`src/rtl/step_pkg.sv`:
```
// Shared types and constants for the single-step pulse generator.
// Debounce state encoding, default timing and the step counter width.
package step_pkg;

  typedef enum logic [1:0] {
    IDLE_LOW  = 2'd0,
    WAIT_HIGH = 2'd1,
    HIGH      = 2'd2,
    WAIT_LOW  = 2'd3
  } db_state_e;

  localparam int unsigned DEBOUNCE_CYCLES_DEF = 1000000;
  localparam int unsigned AUTO_DIV_DEF        = 50000000;
  // Same width as the PC so the LEDs show where the core should be.
  localparam int unsigned STEP_CNT_W          = 8;

  function automatic int unsigned max_u(
    input int unsigned a,
    input int unsigned b
  );
    return (a > b) ? a : b;
  endfunction

endpackage

```
`src/rtl/sync_ff.sv`:
```
// Multi-flop synchronizer for one asynchronous level input.
// Clears to 0 on asynchronous active-low reset.
module sync_ff #(
  parameter int unsigned STAGES = 2
) (
  input  logic clk,
  input  logic rst_n,
  input  logic d_i,
  output logic q_o
);

  logic [STAGES-1:0] ff_q;

  // Shift the raw level through the flop chain.
  always_ff @(posedge clk or negedge rst_n) begin
    if (!rst_n) begin
      ff_q <= '0;
    end else begin
      ff_q <= {ff_q[STAGES-2:0], d_i};
    end
  end

  assign q_o = ff_q[STAGES-1];

endmodule

```
`src/rtl/step_pulse_gen.sv`:
```
// Debounced single-step and auto-run step enable for the core.
// Emits one registered step_en pulse per press or per auto-run period.
module step_pulse_gen
  import step_pkg::*;
#(
  parameter int unsigned SYNC_STAGES     = 2,
  parameter int unsigned DEBOUNCE_CYCLES = DEBOUNCE_CYCLES_DEF,
  parameter int unsigned AUTO_DIV        = AUTO_DIV_DEF,
  parameter int unsigned CNT_W           =
    $clog2(max_u(DEBOUNCE_CYCLES, AUTO_DIV))
) (
  input  logic                  clk,
  input  logic                  rst_n,
  input  logic                  sw_raw,
  input  logic                  run_mode,
  output logic                  step_en,
  output logic                  sw_db,
  output logic [STEP_CNT_W-1:0] step_cnt
);

  logic                  sw_s;
  logic                  run_s;
  db_state_e             state_q, state_d;
  logic [CNT_W-1:0]      cnt_q, cnt_d;
  logic [CNT_W-1:0]      div_q, div_d;
  logic                  db_q, db_d;
  logic                  en_q;
  logic [STEP_CNT_W-1:0] scnt_q;
  logic                  cnt_last;
  logic                  div_last;
  logic                  man_req;
  logic                  auto_req;
  logic                  step_req;

  sync_ff #(.STAGES(SYNC_STAGES)) u_sync_sw (
    .clk   (clk),
    .rst_n (rst_n),
    .d_i   (sw_raw),
    .q_o   (sw_s)
  );

  sync_ff #(.STAGES(SYNC_STAGES)) u_sync_run (
    .clk   (clk),
    .rst_n (rst_n),
    .d_i   (run_mode),
    .q_o   (run_s)
  );

  assign cnt_last = (cnt_q == CNT_W'(DEBOUNCE_CYCLES - 1));
  assign div_last = (div_q == CNT_W'(AUTO_DIV - 1));

  // Debounce state, stable-count and accepted level registers.
  always_ff @(posedge clk or negedge rst_n) begin
    if (!rst_n) begin
      state_q <= IDLE_LOW;
      cnt_q   <= '0;
      db_q    <= 1'b0;
    end else begin
      state_q <= state_d;
      cnt_q   <= cnt_d;
      db_q    <= db_d;
    end
  end

  // Debounce next state from the synchronized switch.
  always_comb begin
    state_d = state_q;
    unique case (state_q)
      IDLE_LOW:  if (sw_s) state_d = WAIT_HIGH;
      WAIT_HIGH: begin
        if (!sw_s)         state_d = IDLE_LOW;
        else if (cnt_last) state_d = HIGH;
      end
      HIGH:      if (!sw_s) state_d = WAIT_LOW;
      WAIT_LOW:  begin
        if (sw_s)          state_d = HIGH;
        else if (cnt_last) state_d = IDLE_LOW;
      end
      default:   state_d = IDLE_LOW;
    endcase
  end

  // Debounce counter, level update and press request.
  always_comb begin
    cnt_d   = cnt_q;
    db_d    = db_q;
    man_req = 1'b0;
    unique case (state_q)
      IDLE_LOW:  cnt_d = '0;
      WAIT_HIGH: begin
        if (sw_s && cnt_last) begin
          cnt_d   = '0;
          db_d    = 1'b1;
          man_req = 1'b1;
        end else if (sw_s) begin
          cnt_d = cnt_q + CNT_W'(1);
        end
      end
      HIGH:      cnt_d = '0;
      WAIT_LOW:  begin
        if (!sw_s && cnt_last) begin
          cnt_d = '0;
          db_d  = 1'b0;
        end else if (!sw_s) begin
          cnt_d = cnt_q + CNT_W'(1);
        end
      end
      default:   cnt_d = '0;
    endcase
  end

  // Auto-run divider; held at zero outside run mode.
  always_comb begin
    div_d = '0;
    if (run_s && !div_last) begin
      div_d = div_q + CNT_W'(1);
    end
  end

  assign auto_req = run_s & div_last;
  // Run mode owns the step source; presses only move sw_db.
  assign step_req = run_s ? auto_req : man_req;

  // Divider, step pulse and step counter registers.
  always_ff @(posedge clk or negedge rst_n) begin
    if (!rst_n) begin
      div_q  <= '0;
      en_q   <= 1'b0;
      scnt_q <= '0;
    end else begin
      div_q  <= div_d;
      en_q   <= step_req;
      scnt_q <= scnt_q + STEP_CNT_W'(step_req);
    end
  end

  assign step_en  = en_q;
  assign sw_db    = db_q;
  assign step_cnt = scnt_q;

endmodule
```
`config.mk`:
```
export PLATFORM = sky130hd
export DESIGN_NAME = step_pulse_gen
export DESIGN_NICKNAME = d
export VERILOG_FILES = /design/src/rtl/step_pkg.sv /design/src/rtl/sync_ff.sv /design/src/rtl/step_pulse_gen.sv
export SDC_FILE = /design/constraint.sdc
export NUM_CORES = 1
export LEC_CHECK = 0
export BUFFER_PORTS_ARGS = -buffer_cell sky130_fd_sc_hd__buf_4
export CORE_ASPECT_RATIO = 0.8
export CORE_MARGIN = 2
export CORE_UTILIZATION = 35
export CTS_CLUSTER_DIAMETER = 150
export DETAILED_ROUTE_END_ITERATION = 8
export HOLD_SLACK_MARGIN = 0.03
export SYNTH_ARGS = -nofsm -noshare
export SYNTH_HDL_FRONTEND = slang
export SYNTH_HIERARCHICAL = 1
export SYNTH_SLANG_ARGS = --single-unit
```
`constraint.sdc`:
```
create_clock -name clk -period 3 [get_ports clk]
set_input_delay 0.6 -clock clk [delete_from_list [all_inputs] [get_ports clk]]
set_output_delay 0.6 -clock clk [all_outputs]
set_load 0.02 [all_outputs]
```
-- Word level (Yosys, flattened, before mapping)
Cells that the tools add are included.
- eq/ne operators: 13
- multiplexer cells: 19
- bitwise gates (word level): 1
- reduce and logical (&&, ||, !) cells: 11
- add/subtract/negate cells: 3
- operators by type and width (operator ; count):
    $mux W26 ; 5
    $pmux W26 S3 ; 1
    $add A26 B1 Y26 const B ; 2
    $eq A26 B20 Y1 const B ; 1
    $eq A26 B26 Y1 const B ; 1
    $mux W2 ; 6
    $add A8 B1 Y8 ; 1
    $pmux W2 S4 ; 1
    $ne A2 B2 Y1 const B ; 3
    $ne A3 B2 Y1 const B ; 2
    $ne A3 B3 Y1 const B ; 2
    $mux W1 ; 5
    $eq A2 B2 Y1 const B ; 2
    $reduce_and A4 Y1 ; 1
    $logic_and A1 B1 Y1 ; 3
    $reduce_and A3 Y1 ; 1
    $eq A2 B1 Y1 const B ; 1
    $logic_not A1 Y1 ; 2
    $logic_not A2 Y1 ; 1
    $ne A2 B1 Y1 const B ; 1
    $pmux W1 S2 ; 1
    $reduce_and A2 Y1 ; 1
    $reduce_bool A2 Y1 ; 1
    $reduce_or A2 Y1 ; 1
    $and A1 B1 Y1 ; 1
- register bits after elaboration: 68
- output and inout port bits: 10

-- Depth between registers and ports, before layout
- depth after elaboration: 6
- mapped depth: 10

-- Modules after synthesis
Netlist, hierarchy kept.
- by module, submodules not included (module ; instances ; cells an instance ; seq. area each (µm²) ; area each (µm²)):
    step_pulse_gen ; 1 ; 335 ; 1601.5 ; 3261.9
    sync_ff ; 2 ; 2 ; 50.0 ; 50.0

-- Worst setup path after synthesis
OpenSTA, ideal clock, no wires.
- kind: register to register
- start point: register div_q[0]
- end point: register scnt_q[6], in the netlist step_cnt[6]
- required time: 2871 ps
- stages on the path, launching flop included: 11
- path buffers: 0
- period minus slack after synthesis: 2534 ps
- setup slack: 466 ps
- library setup time: 129 ps
- arrival time: 2405 ps
- path through: dfrtp_1 ha_1 and4_1 nand2_1 o41ai_2 o21a_1 ha_1 ha_1 and3_1 nand3_1 xnor2_1
- cells in the longest elaborated chain, start to end: 4
- ends and longest elaborated chain (item ; line ; text):
    start: declaration ; step_pulse_gen.sv:25 ; logic [CNT_W-1:0] div_q, div_d;
    start signal: assignment ; step_pulse_gen.sv:131 ; div_q <= div_d;
    $eq A26 B26 Y1 ; step_pulse_gen.sv:50 ; assign div_last = (div_q == CNT_W'(AUTO_DIV - 1));
    $and A1 B1 Y1 ; step_pulse_gen.sv:120 ; assign auto_req = run_s & div_last;
    $mux W1 ; step_pulse_gen.sv:122 ; assign step_req = run_s ? auto_req : man_req;
    via step_req ; step_pulse_gen.sv:33 ; logic step_req;
    $add A8 B1 Y8 ; step_pulse_gen.sv:133 ; scnt_q <= scnt_q + STEP_CNT_W'(step_req);
    end signal: assignment ; step_pulse_gen.sv:133 ;
    end: declaration ; step_pulse_gen.sv:28 ; logic [STEP_CNT_W-1:0] scnt_q;
The timed path passes the listed nets, and every way through them passes these cells.
A chain may end at the register's enable or synchronous reset.

-- Worst setup path after layout
Same ends and word-level chain as after synthesis.

==> metrics <==
# rows=31; Max Slew Vio Count=0; Cells after Synth=339; Setup crit start kind=flop; Area growth syn-to-layout=17.0%; Die ar.=0.0104 mm²; Worst-Margin Slew=0.862 ns; Ports=14; Die X-Extent=114 µm; Via density=5.62; Final #Nets=366; H-Tree Level Count=3; Antenna Violating Nets Remaining=0; most common cell after layout, fill and taps aside=dfrtp_1; drt initial violations=170; fillers=871; Worst Skew=0.00973 ns; post-CTS setup repair buffer count=0; Seq/Total Area, Yosys=50.6%; mapped cell area=0.00336 mm²; syn_area_per_cell=9.92 µm²; clock root buffer=clkbuf_16; Tot GR Track Use=14.5%; crit-path max FO=5; #FFs+latches synth=68; clock net sink count=68; Core Area=0.00919 mm²; maxcap violations=0; commonest cells after routing, fill and taps aside=dfrtp_1 (68), a21oi_1 (31), nor2_1 (26), nand2_1 (24), nand3_1 (21); number of remaining DRC errors=0; Pre-antenna DRT Iters=4; minimum clock period=2.50 ns; Ant. Diodes=0; Initial Util=36.6%; status=complete, no violations; busiest layer in global routing=met1; setup TNS=0 ns; Placer Congestion=0.751; Worst IR Drop VDD=0.378 mV; power density over cell area=597 mW/mm²; Synthesis Warnings=6; post-CTS sizing=0; CP required=3.20 ns; CP arrival=2.71 ns; Routed WL=7.03 mm; CTS max path bufs=2; post-synth cell types=39; total chip power=2.35 mW; Net Count, Synth=347; share of post-route cells with drive strength above 1=10.5%; remaining global-route overflow=0; die height=91.7 µm; post-DP HPWL=4.59 mm; routed vias=2685; final count of hold timing violations=0; Port Buffer Count=13; Lkg Pwr=1.55 nW; slew margin rel.=42.5%; initial antenna violation count=0; RSZ-0062 raised after global routing=no; Worst Hold Class=flop to flop; first-pass GRT wire length=12.1 mm; Wirelength per Cell=14.7 µm; sequential cell area=0.00170 mm²; hold buffers post-CTS=0; pin count of the biggest net entering global routing=69; critical path class=flop to flop; CTS buffer count=9; multi-input gate area in the final layout=0.00159 mm²; met2 usage=20.2%; Clk pin slew, worst setup/hold paths=0.05 ns; Worst Setup End Kind=flop; final setup vio count=0; vias in the first global route=2437; Period Utilization, post-route=83.4%; met1 Use GR=22.2%; Max Fclk=400 MHz; TritonCTS clock tree=done; Clk Latency, worst-skew pair=0.33 ns; met3 Use GR=4.16%
worst paths after layout:
kind | start | to | slack (ns) | depth (start not counted)
max | div_q[0] | step_cnt[6] | 0.50 | 10
min | u_sync_sw/ff_q[0] | u_sync_sw/ff_q[1] | 0.35 | 0
min reg2reg | u_sync_sw/ff_q[0] | u_sync_sw/ff_q[1] | 0.35 | 0
min in group asynchronous | rst_n | div_q[21] | 0.38 | 1
max reg2reg | div_q[0] | step_cnt[6] | 0.50 | 10
max in group asynchronous | rst_n | cnt_q[17] | 2.05 | 1
area by class of cell:
type	count	share of cell area, %
Tap cell	115	3.66
Sequential cell	68	43.3
Timing Repair Buffer	20	3.82
Clock buffer	12	6.27
Multi-Input combinational cell	252	40.5
Clock inverter	4	1.85
Inverter	7	0.668
report_power, final:
part           internal (mW)  switching [mW]
Combinational         0.0811           0.116
Sequential             0.963          0.0565
Clock                  0.749           0.381
Total                   1.79           0.553
layer usage:
layer	vias up	share of wire (%)
li1	1311	-
met1	1305	51
met2	62	43
met3	7	5.2
met4	0	0.68
met5	-	0
synthesized netlist by cell type, drive strengths merged:
cell	count	area share, %
a2111o	1	0.33
a211o	1	0.26
a211oi	1	0.22
a21oi	31	4.6
a41oi	1	0.26
and2	3	0.56
and3	4	0.74
and4	10	2.6
buf	5	0.82
clkbuf	7	0.78
clkinv	1	0.11
dfrtp	68	51
ha	4	1.5
inv	6	0.67
mux2	1	0.33
mux2i	1	0.30
nand2	24	2.7
nand2b	1	0.19
nand3	21	3.1
nand3b	1	0.22
nand4	13	2.4
nand4b	1	0.26
nor2	26	2.9
nor3	4	0.60
nor4	6	1.1
nor4b	3	0.78
o211ai	2	0.45
o21a	1	0.22
o21ai	16	2.4
o31ai	18	4.4
o41ai	1	0.48
or2	1	0.19
or3	12	2.2
or3b	1	0.26
or4	16	3.6
xnor2	15	3.9
xor2	11	2.9
flip-flops by register name, indices dropped and copies added (netlist names), named ones only:
register / cells
sw_db: 1
state_q: 1
u_sync_run/ff_q: 2
cnt_q: 26
step_en: 1
div_q: 26
step_cnt: 8
u_sync_sw/ff_q: 2
critical path: stages, from the launching register on:
cell and delay (ns):
dfrtp_1 0.38, ha_1 0.21, and4_1 0.30, nand2_1 0.12
o41ai_4 0.38, o21a_1 0.19, ha_1 0.20, ha_1 0.18
and3_1 0.19, nand3_1 0.10, xnor2_1 0.14
cells by family after synthesis:
logic type | synth area share (%)
XOR/XNOR | 6.77
buffers and inverters | 2.38
multiplexers | 0.633
flip-flops | 50.6
AND/OR/NAND/NOR | 24.5
adder cells (fa/ha/maj) | 1.49
AO/OA/AOI/OAI | 13.7
stage by stage:
step	instance area (µm²)	setup slack [ns]	hold slack [ns]	instances	utilization, %
final	3930	0.498	0.352	478	42.8
after CTS	3930	0.460	0.354	478	42.8
after detailed placement	3610	0.514	0.341	462	39.3
after floorplan	3360	0.466	0.304	339	-
after global routing	3930	0.262	0.362	478	42.8
after global placement	3610	0.575	0.339	462	39.3
Note: power is estimated with default switching activity, not from simulation.
